==> src/rtl/stream_demux_if.sv <==
// Handshake bundle for stream_demux: one valid/ready input stream, N output lanes,
// plus the drop error pulse and saturating drop counter.
interface stream_demux_if #(
  parameter int WIDTH = 8,
  parameter int N     = 4,
  parameter int SELW  = 6,
  parameter int CW    = 8
);
  logic                 in_valid;
  logic                 in_ready;
  logic [WIDTH-1:0]     in_data;
  logic [SELW-1:0]      in_sel;
  logic [N-1:0]         out_valid;
  logic [N-1:0]         out_ready;
  logic [N*WIDTH-1:0]   out_data;
  logic                 err;
  logic [CW-1:0]        drop_cnt;

  // Producer/consumer side that drives the demux
  modport master (
    output in_valid, in_data, in_sel, out_ready,
    input  in_ready, out_valid, out_data, err, drop_cnt
  );

  modport slave (
    input  in_valid, in_data, in_sel, out_ready,
    output in_ready, out_valid, out_data, err, drop_cnt
  );
endinterface

==> src/rtl/stream_demux.sv <==
// Registered 1-to-N stream demultiplexer with a one-entry holding register per lane;
// beats addressed past the last lane are accepted, dropped, flagged and counted.
module stream_demux #(
  parameter int WIDTH = 8,
  parameter int N     = 4,
  parameter int SELW  = 6,
  parameter int CW    = 8
) (
  input  logic          clk,
  input  logic          reset,
  stream_demux_if.slave bus
);

  logic [N-1:0]     laneValid_q;
  logic [N-1:0]     laneValid_d;
  logic [WIDTH-1:0] laneData_q [N];
  logic [WIDTH-1:0] laneData_d [N];
  logic [N-1:0]     selHot;
  logic [N-1:0]     writeEn;
  logic [N-1:0]     drainEn;
  logic             selInRange;
  logic             inReady;
  logic             accept;
  logic             err_q;
  logic             err_d;
  logic [CW-1:0]    dropCnt_q;
  logic [CW-1:0]    dropCnt_d;

  // One-hot decode of the selector; an out-of-range selector decodes to all zeros,
  // which makes it always ready and writes no lane.
  always_comb begin
    selHot = '0;
    for (int i = 0; i < N; i++) begin
      if (bus.in_sel == SELW'(i)) begin
        selHot[i] = 1'b1;
      end
    end
  end

  assign selInRange = |selHot;
  assign inReady    = ~|(selHot & laneValid_q & ~bus.out_ready);
  assign accept     = bus.in_valid & inReady;
  assign writeEn    = selHot & {N{accept}};
  assign drainEn    = laneValid_q & bus.out_ready;

  always_comb begin
    for (int i = 0; i < N; i++) begin
      laneValid_d[i] = writeEn[i] | (laneValid_q[i] & ~drainEn[i]);
      laneData_d[i]  = writeEn[i] ? bus.in_data : laneData_q[i];
    end
  end

  // Drop bookkeeping: err mirrors each dropped beat one cycle later, counter saturates
  always_comb begin
    err_d     = accept & ~selInRange;
    dropCnt_d = dropCnt_q;
    if (err_d && (dropCnt_q != {CW{1'b1}})) begin
      dropCnt_d = dropCnt_q + CW'(1);
    end
  end

  always_ff @(posedge clk or posedge reset) begin
    if (reset) begin
      laneValid_q <= '0;
      err_q       <= 1'b0;
      dropCnt_q   <= '0;
      for (int i = 0; i < N; i++) begin
        laneData_q[i] <= '0;
      end
    end else begin
      laneValid_q <= laneValid_d;
      err_q       <= err_d;
      dropCnt_q   <= dropCnt_d;
      for (int i = 0; i < N; i++) begin
        laneData_q[i] <= laneData_d[i];
      end
    end
  end

  assign bus.in_ready  = inReady;
  assign bus.out_valid = laneValid_q;
  assign bus.err       = err_q;
  assign bus.drop_cnt  = dropCnt_q;

  for (genvar g = 0; g < N; g++) begin : gLaneOut
    assign bus.out_data[g*WIDTH +: WIDTH] = laneData_q[g];
  end

endmodule

==> src/flat_wrapper.sv <==
// flat-port wrapper written by rule: the top's interface ports become plain ports
module stream_demux_flat 
#(
  parameter int WIDTH = 8,
  parameter int N     = 4,
  parameter int SELW  = 6,
  parameter int CW    = 8
)
  (clk, reset, bus_in_valid, bus_in_data, bus_in_sel, bus_out_ready, bus_in_ready, bus_out_valid, bus_out_data, bus_err, bus_drop_cnt);
  stream_demux_if #(.WIDTH(WIDTH), .N(N), .SELW(SELW), .CW(CW)) bus_i ();
  input  logic clk;
  input  logic reset;
  input wire logic [$bits(bus_i.in_valid)-1:0] bus_in_valid;
  input wire logic [$bits(bus_i.in_data)-1:0] bus_in_data;
  input wire logic [$bits(bus_i.in_sel)-1:0] bus_in_sel;
  input wire logic [$bits(bus_i.out_ready)-1:0] bus_out_ready;
  output wire logic [$bits(bus_i.in_ready)-1:0] bus_in_ready;
  output wire logic [$bits(bus_i.out_valid)-1:0] bus_out_valid;
  output wire logic [$bits(bus_i.out_data)-1:0] bus_out_data;
  output wire logic [$bits(bus_i.err)-1:0] bus_err;
  output wire logic [$bits(bus_i.drop_cnt)-1:0] bus_drop_cnt;
  assign bus_i.in_valid = bus_in_valid;
  assign bus_i.in_data = bus_in_data;
  assign bus_i.in_sel = bus_in_sel;
  assign bus_i.out_ready = bus_out_ready;
  assign bus_in_ready = bus_i.in_ready;
  assign bus_out_valid = bus_i.out_valid;
  assign bus_out_data = bus_i.out_data;
  assign bus_err = bus_i.err;
  assign bus_drop_cnt = bus_i.drop_cnt;
  stream_demux #(.WIDTH(WIDTH), .N(N), .SELW(SELW), .CW(CW)) u_core (.clk(clk), .reset(reset), .bus(bus_i));
endmodule
==> config.mk <==
export PLATFORM = sky130hd
export DESIGN_NAME = stream_demux_flat
export DESIGN_NICKNAME = d
export VERILOG_FILES = /design/src/rtl/stream_demux_if.sv /design/src/rtl/stream_demux.sv /design/src/flat_wrapper.sv
export SDC_FILE = /design/constraint.sdc
export NUM_CORES = 1
export LEC_CHECK = 0
export BUFFER_PORTS_ARGS = -buffer_cell sky130_fd_sc_hd__buf_2
export CAP_MARGIN = 20
export CELL_PAD_IN_SITES_DETAIL_PLACEMENT = 1
export CELL_PAD_IN_SITES_GLOBAL_PLACEMENT = 1
export CORE_ASPECT_RATIO = 1.75
export CORE_MARGIN = 2
export CORE_UTILIZATION = 23
export DETAILED_ROUTE_END_ITERATION = 7
export PLACE_DENSITY_LB_ADDON = 0.1
export SYNTH_ARGS = -nofsm -noshare
export SYNTH_HDL_FRONTEND = slang
export SYNTH_SLANG_ARGS = --single-unit
==> constraint.sdc <==
create_clock -name clk -period 4 [get_ports clk]
set_input_delay 0.4 -clock clk [delete_from_list [all_inputs] [get_ports clk]]
set_output_delay 0.4 -clock clk [all_outputs]
set_load 0.03 [all_outputs]
==> metrics.yaml, run 1 <==
setup_path:
  crit_path_top_delay_cell: "mux4_2"
  path_delay_family: "multiplexers"
  r2r_start: "u_core.bus.out_valid[2]"
  slowest_delay_ns: 0.47
  crit_required_ns: 3.60
  rrSetupSlack_ns: 2.31
  end_kind: "output pin"
  cp_num_buf_inv: 1
  r2r-end: "u_core.bus.out_data[19]"
  start_kind: "flop"
  crit_cells: 4
  worstPathMaxFanout: 3
  arrival_ns: 1.57
  path_cells: "nor2b_1, mux4_2, nand3b_1, buf_2"
  critPathKind: "reg2out"
  reg2reg_depth: 3
global_route:
  first_global_vias: 1467
  antenna_found_initial: 0
  grt_usage_pct: 11.7
  grt_max_degree: 46
  grt_pass1_wl_mm: 7.68
  grt_overflow_total: 0
placement:
  dp_hpwl_mm: 3.59
  postPlaceCellArea_mm2: 0.00228
  place.gp.congestion: 0.714
  port_buffers: 66
timing:
  setup_tns_ns: 0
  worst_pin_slew_ns: 0.832
  finalMaxSlewViolations: 0
  fin_crit_ns: 1.97
  fin_crit_sh_pct: 49.4
  clock_skew_ns: 0.00555
  max_slew_margin_pct: 44.3
  finalSetupViolCount: 0
  fmax_mhz: 506
  rsz0062_at_grt: "false"
  finalHoldViolCount: 0
floorplanning:
  num_rows: 43
  core_area_mm2: 0.00786
  boundaryPins: 67
  die_x_um: 71.9
  die-area_mm2: 0.00882
  die_h_um: 123
  initial_core_util_pct: 23.6
finish:
  fillers: 869
  drive_above_1_share_pct: 58.5
  syn_to_final_growth_pct: 31.8
  nNetsFinal: 221
  num_antenna_cells: 0
  final_cell_area_mm2: 0.00244
cts:
  path_clk_slew_ns: 0.06
  numCtsBuffers: 5
  cts_root_buffer: "clkbuf_16"
  cts_tree: "built"
  clk_latency_ns: 0.28
  post_cts_resized: 0
  h-tree-depth: 2
  postCtsSetupBuffers: 0
  clock_path_buffers: 2
  clock-sinks: 45
  cts_hold_buf: 0
synthesis:
  synth_cells: 127
  ys.flop_type: "dfrtp_1"
  netlist_area_mm2: 0.00185
  netlist.area_leader.share_pct: 60.7
  yosysWarningCount: 0
  synth_most_common_cell: "dfrtp_1"
  syn_nets: 149
  synth-edff-count: 0
  yosysTopAreaCell: "dfrtp_1"
  ys_top_cells_by_count: "dfrtp_1 (45), mux2_2 (35), nand2_1 (6)"
  synth-seq-area-share_pct: 60.7
  ys_seq_elements: 45
  synth_async_sr_flop_share_pct: 100
  syn_avg_cell_area_um2: 14.6
  ys_types: 29
  synth_area_leaders: "dfrtp_1 (61%), mux2_2 (21%), nor3_2 (1.6%), nor2b_1 (1.3%), mux4_2 (1.2%)"
pwr:
  p_seq_share_pct: 43.3
  power.total_uw: 1400
  swShare_pct: 35.2
  p_comb_share_pct: 28.1
  ir_drop_uv: 268
  p_leak_uw: 0.00128
  power_density_mw_per_mm2: 571
  p_int_uw: 904
  p_sw_uw: 491
  pwr-share-clk_pct: 28.6
route:
  detail-route-antenna-nets: 0
  vias: 1307
  post-route-drc-count: 0
  avgViaCountPerCell: 4.51
  firstDrtPassIters: 3
  wl_per_cell_um: 16.3
  wl_mm: 4.72
  drtIter0Drc: 34
run:
  maxCapViolCount: 0
outcome:
  status: "completed"
worst_hold_path:
  hold_path.class: "in2async"
worst max-delay path by stage:
stage	start	endpoint	slack, ns
after floorplan	u_core.bus.out_valid[2]	bus_in_ready	2.22
after global placement	bus_in_sel[2]	u_core.bus.out_data[17]	1.73
after detailed placement	bus_in_sel[2]	u_core.bus.out_data[21]	1.72
after CTS	u_core.bus.out_valid[3]	bus_in_ready	1.99
after global routing	u_core.bus.out_valid[2]	bus_in_ready	1.93
final	u_core.bus.out_valid[3]	bus_in_ready	2.03
cells in the final DEF (no fill, tap or decap), drive strengths merged, types with 2 or more instances in the layout:
master	netlist	final
dfrtp	45	45
nand2b	2	2
and3	2	2
or2	2	2
nor2b	4	4
buf	2	67
clkinvlp	0	2
nand3	3	3
mux2	35	35
nor2	2	2
nand2	6	6
xor2	2	2
nor3	4	4
or3b	2	2
and4	2	2
a21oi	2	2
clkbuf	0	6
final cells by class:
type                       count  area (µm²)  share of cell area (%)
multi-input combinational     79         708                    29.0
inverter                       1        3.75                   0.154
timing repair buffer          67         350                    14.3
tap                           90         113                    4.61
sequential                    45        1130                    46.1
clock buffer                   6         129                    5.27
clock inverter                 2        15.0                   0.614
through the flow:
stage          worst slack, ns  hold slack [ns]  util [%]  std cells
2_1_floorplan             2.22            0.550         -        127
3_3_place_gp              1.73            0.485      29.0        281
3_5_place_dp              1.72            0.490      29.0        281
4_1_cts                   1.99            0.386      30.9        289
5_1_grt                   1.93            0.151      31.1        290
6_report                  2.03            0.124      31.1        290
routing by layer:
metal	up-vias	share of wire, %	GRT usage, %
li1	595	-	-
met1	664	35	11.3
met2	42	56	21.9
met3	6	6.9	3.78
met4	0	2.1	5.31
met5	-	0	0
kinds of logic (layout without fill, tap and decap cells):
group                    after synthesis  count (layout)  share of synthesized area (%)
flip-flops                            45              45                           60.7
multiplexers                          36              36                           22.5
AND/OR/NAND/NOR                       35              35                           12.0
AO/OA/AOI/OAI                          4               4                           1.62
XOR/XNOR                               3               3                           1.42
buffers and inverters                  3              76                           1.08
adder cells (fa/ha/maj)                1               1                          0.675
registers in the layout (all words and copies together), names as in the netlist:
| name | flops |
|---|---|
| u_core.bus.drop_cnt | 8 |
| u_core.bus.err | 1 |
| u_core.bus.out_data | 32 |
| u_core.bus.out_valid | 4 |
power groups by stage:
stage	Sequential (µW)	Combinational, µW	Clock [µW]
floorplan	761	109	0
global placement	610	391	0
detailed placement	614	397	0
CTS	606	397	420
global route	618	424	441
finish	604	392	400
Power figures use the tool's default switching activity.
==> inputs of run 2 (changes only) <==
--- a/config.mk
+++ b/config.mk
@@ -5,6 +5,7 @@
 export SDC_FILE = /design/constraint.sdc
 export NUM_CORES = 1
 export LEC_CHECK = 0
+export ABC_AREA = 1
 export BUFFER_PORTS_ARGS = -buffer_cell sky130_fd_sc_hd__buf_2
 export CAP_MARGIN = 20
 export CELL_PAD_IN_SITES_DETAIL_PLACEMENT = 1
==> constraint.sdc (replaced) <==
create_clock -name clk -period 1.9 [get_ports clk]
set_input_delay 0.19 -clock clk [delete_from_list [all_inputs] [get_ports clk]]
set_output_delay 0.19 -clock clk [all_outputs]
set_load 0.03 [all_outputs]
==> metrics.yaml, run 2 <==
outcome:
  status: "completed"
setup_path:
  crit_required_ns: 2.08  # -1.52 ns
  r2r_start: "u_core.bus.drop_cnt[1]"
  rrSetupSlack_ns: 0.29  # -2.02 ns
  critPathCapture: "u_core.bus.drop_cnt[2]"
  slowest_delay_ns: 0.40  # -0.07 ns
  critPathKind: "reg2reg"
  worstPathMaxFanout: 7  # +4
  end_kind: "flop"
  arrival_ns: 1.79  # +0.22 ns
  r2r-end: "u_core.bus.drop_cnt[2]"
  reg2reg_depth: 7  # +4
  start_kind: "flop"
  cpMostUsedCell: "nand3_1"
  path_cells: "ha_1, nand3_1, nor2_1, nand3_1, buf_4, nand4_1, nand2_1"
  cp-startpoint: "u_core.bus.drop_cnt[1]"
  crit_path_top_delay_cell: "dfrtp_1"
worst_hold_path:
  min_path_cells: 4
  hold_path.class: "in2reg"
synthesis:
  syn_nets: 240  # +61%
  synth-seq-area-share_pct: 52.6  # -8.1 points
  syn_avg_cell_area_um2: 9.81  # -33%
  netlist_area_mm2: 0.00214  # +15%
  ys_top_cells_by_count: "nand2_1 (52), dfrtp_1 (45), inv_1 (23)"
  synth_cells: 218  # +72%
  yosysWarningCount: 0  # unchanged
  synth_area_leaders: "dfrtp_1 (53%), nand2_1 (9.1%), o21ai_2 (6.5%), inv_1 (4.0%), o21ai_1 (3.7%)"
  ys_types: 25  # -14%
  synth-edff-count: 0  # unchanged
  ys_seq_elements: 45  # unchanged
  synth_most_common_cell: "nand2_1"
  ys.flop_type: "dfrtp_1"
  yosysTopAreaCell: "dfrtp_1"
  synth_async_sr_flop_share_pct: 100  # unchanged
  netlist.area_leader.share_pct: 52.6  # -8.1 points
route:
  drtIter0Drc: 52  # +53%
  post-route-drc-count: 0  # unchanged
  detail-route-antenna-nets: 0  # unchanged
  vias: 1713  # +31%
  wl_per_cell_um: 14.2  # -13%
  avgViaCountPerCell: 4.14  # -8.2%
  firstDrtPassIters: 4  # +1
  wl_mm: 5.87  # +24%
finish:
  nNetsFinal: 315  # +43%
  final_common_cell: "buf_2"
  num_antenna_cells: 0  # unchanged
  final_cell_mix: "buf_2 (66), nand2_1 (52), dfrtp_1 (45), inv_1 (22)"
  final_cells: 414  # +43%
  fin_util_pct: 30.5  # -0.61 points
  drive_above_1_share_pct: 39.8  # -19 points
  syn_to_final_growth_pct: 28.9
  largest_register_ffs: 32  # unchanged
floorplanning:
  core_area_mm2: 0.00904  # +15%
  die_h_um: 132  # +7.2%
  die_x_um: 76.9  # +7.0%
  die-area_mm2: 0.0101  # +15%
  boundaryPins: 67  # unchanged
  num_rows: 46  # +7.0%
  initial_core_util_pct: 23.7  # +0.071 points
cts:
  cts_root_buffer: "clkbuf_16"
  numCtsBuffers: 5  # unchanged
  h-tree-depth: 2  # unchanged
  clock-sinks: 45  # unchanged
  clk_latency_ns: 0.29  # about the same
  clock_path_buffers: 2  # unchanged
  cts_tree: "built"
  post_cts_resized: 0  # unchanged
  path_clk_slew_ns: 0.07  # about the same
  postCtsSetupBuffers: 0  # unchanged
pwr:
  power.total_uw: 2880  # +110%
  ir_drop_uv: 437  # +63%
  p_leak_uw: 0.00149  # +16%
  power_density_mw_per_mm2: 1040  # +83%
global_route:
  grt_pass1_wl_mm: 9.60  # +25%
  antenna_found_initial: 0  # unchanged
  grt_max_degree: 22  # -52%
  grt_overflow_total: 0  # unchanged
  grt_usage_pct: 12.2  # +0.53 points
  first_global_vias: 1873  # +28%
placement:
  dp_hpwl_mm: 4.55  # +27%
  place.gp.congestion: 0.728  # +2.0%
  port_buffers: 66  # unchanged
  place_inst: 405  # +44%
timing:
  worst_pin_slew_ns: 0.284  # -0.548 ns
  finalHoldViolCount: 0  # unchanged
  finalMaxSlewViolations: 0  # unchanged
  finalSetupViolCount: 0  # unchanged
  max_slew_margin_pct: 81.1  # +37 points
  clock_skew_ns: 0.00501  # -0.000549 ns
  rsz0062_at_grt: "false"
  fin_crit_ns: 1.61
  fin_crit_sh_pct: 85.0
  setup_tns_ns: 0  # unchanged
  fmax_mhz: 619
run:
  maxCapViolCount: 0  # unchanged
[run 2: power breakdown]
| group | internal [µW] | switching [µW] |
|---|---|---|
| Clock | 524 | 377 |
| Sequential | 1090 | 98.9 |
| Combinational | 248 | 538 |
[run 2: repair_timing]
| action | 4_1_cts | 5_1_grt |
|---|---|---|
| hold buffers | 1 | 0 |
| endpoints found under the hold margin | 10 | 0 |
| endpoints found under the setup margin | 0 | 0 |
[run 2: stage by stage]
step           area (µm²)  setup WS, ns  hold WS [ns]
6_report             2760         0.285         0.181
5_1_grt              2760         0.178         0.210
4_1_cts              2760         0.275         0.180
3_5_place_dp         2590         0.304         0.138
3_3_place_gp         2590         0.307         0.146
2_1_floorplan        2140         0.224         0.366
[run 2: final cells by class]
class                      count  area [µm²]
clock buffer                   6         139
sequential                    45        1130
fill                        1095        6280
clock inverter                 2        13.8
timing repair buffer          73         385
multi-input combinational    143         847
inverter                      25        96.3
tap                          120         150
[run 2: kinds of logic after synthesis]
group | Yosys count | share of synthesized area, %
AND/OR/NAND/NOR | 104 | 26.3
adder cells (fa/ha/maj) | 1 | 0.585
XOR/XNOR | 6 | 2.46
AO/OA/AOI/OAI | 32 | 10.3
buffers and inverters | 30 | 7.78
flip-flops | 45 | 52.6
[run 2: routing by layer]
layer / vias to the layer above / part of all wire (%) / global-route usage (%)
li1: 850 / - / -
met1: 806 / 38 / 12.6
met2: 46 / 56 / 22.9
met3: 11 / 4.0 / 2.61
met4: 0 / 2.5 / 5.56
met5: - / 0 / 0
[run 2: worst max-delay path: cells and delay by family (launching register included)]
family / cells / cell delay [ns]
adders and majority gates: 1 / 0.24
buffers and inverters: 1 / 0.20
DFF: 1 / 0.40
and+or+nand+nor: 5 / 0.66
[run 2: worst min-delay path by stage]
stage	startpoint	to	slack (ns)
after floorplan	bus_out_ready[3]	u_core.bus.out_valid[3]	0.37
after global placement	reset	u_core.bus.out_data[6]	0.15
after detailed placement	reset	u_core.bus.out_data[6]	0.14
after global routing	bus_out_ready[0]	u_core.bus.out_valid[0]	0.21
final	bus_out_ready[3]	u_core.bus.out_valid[3]	0.18
after CTS	bus_out_ready[3]	u_core.bus.out_valid[3]	0.18
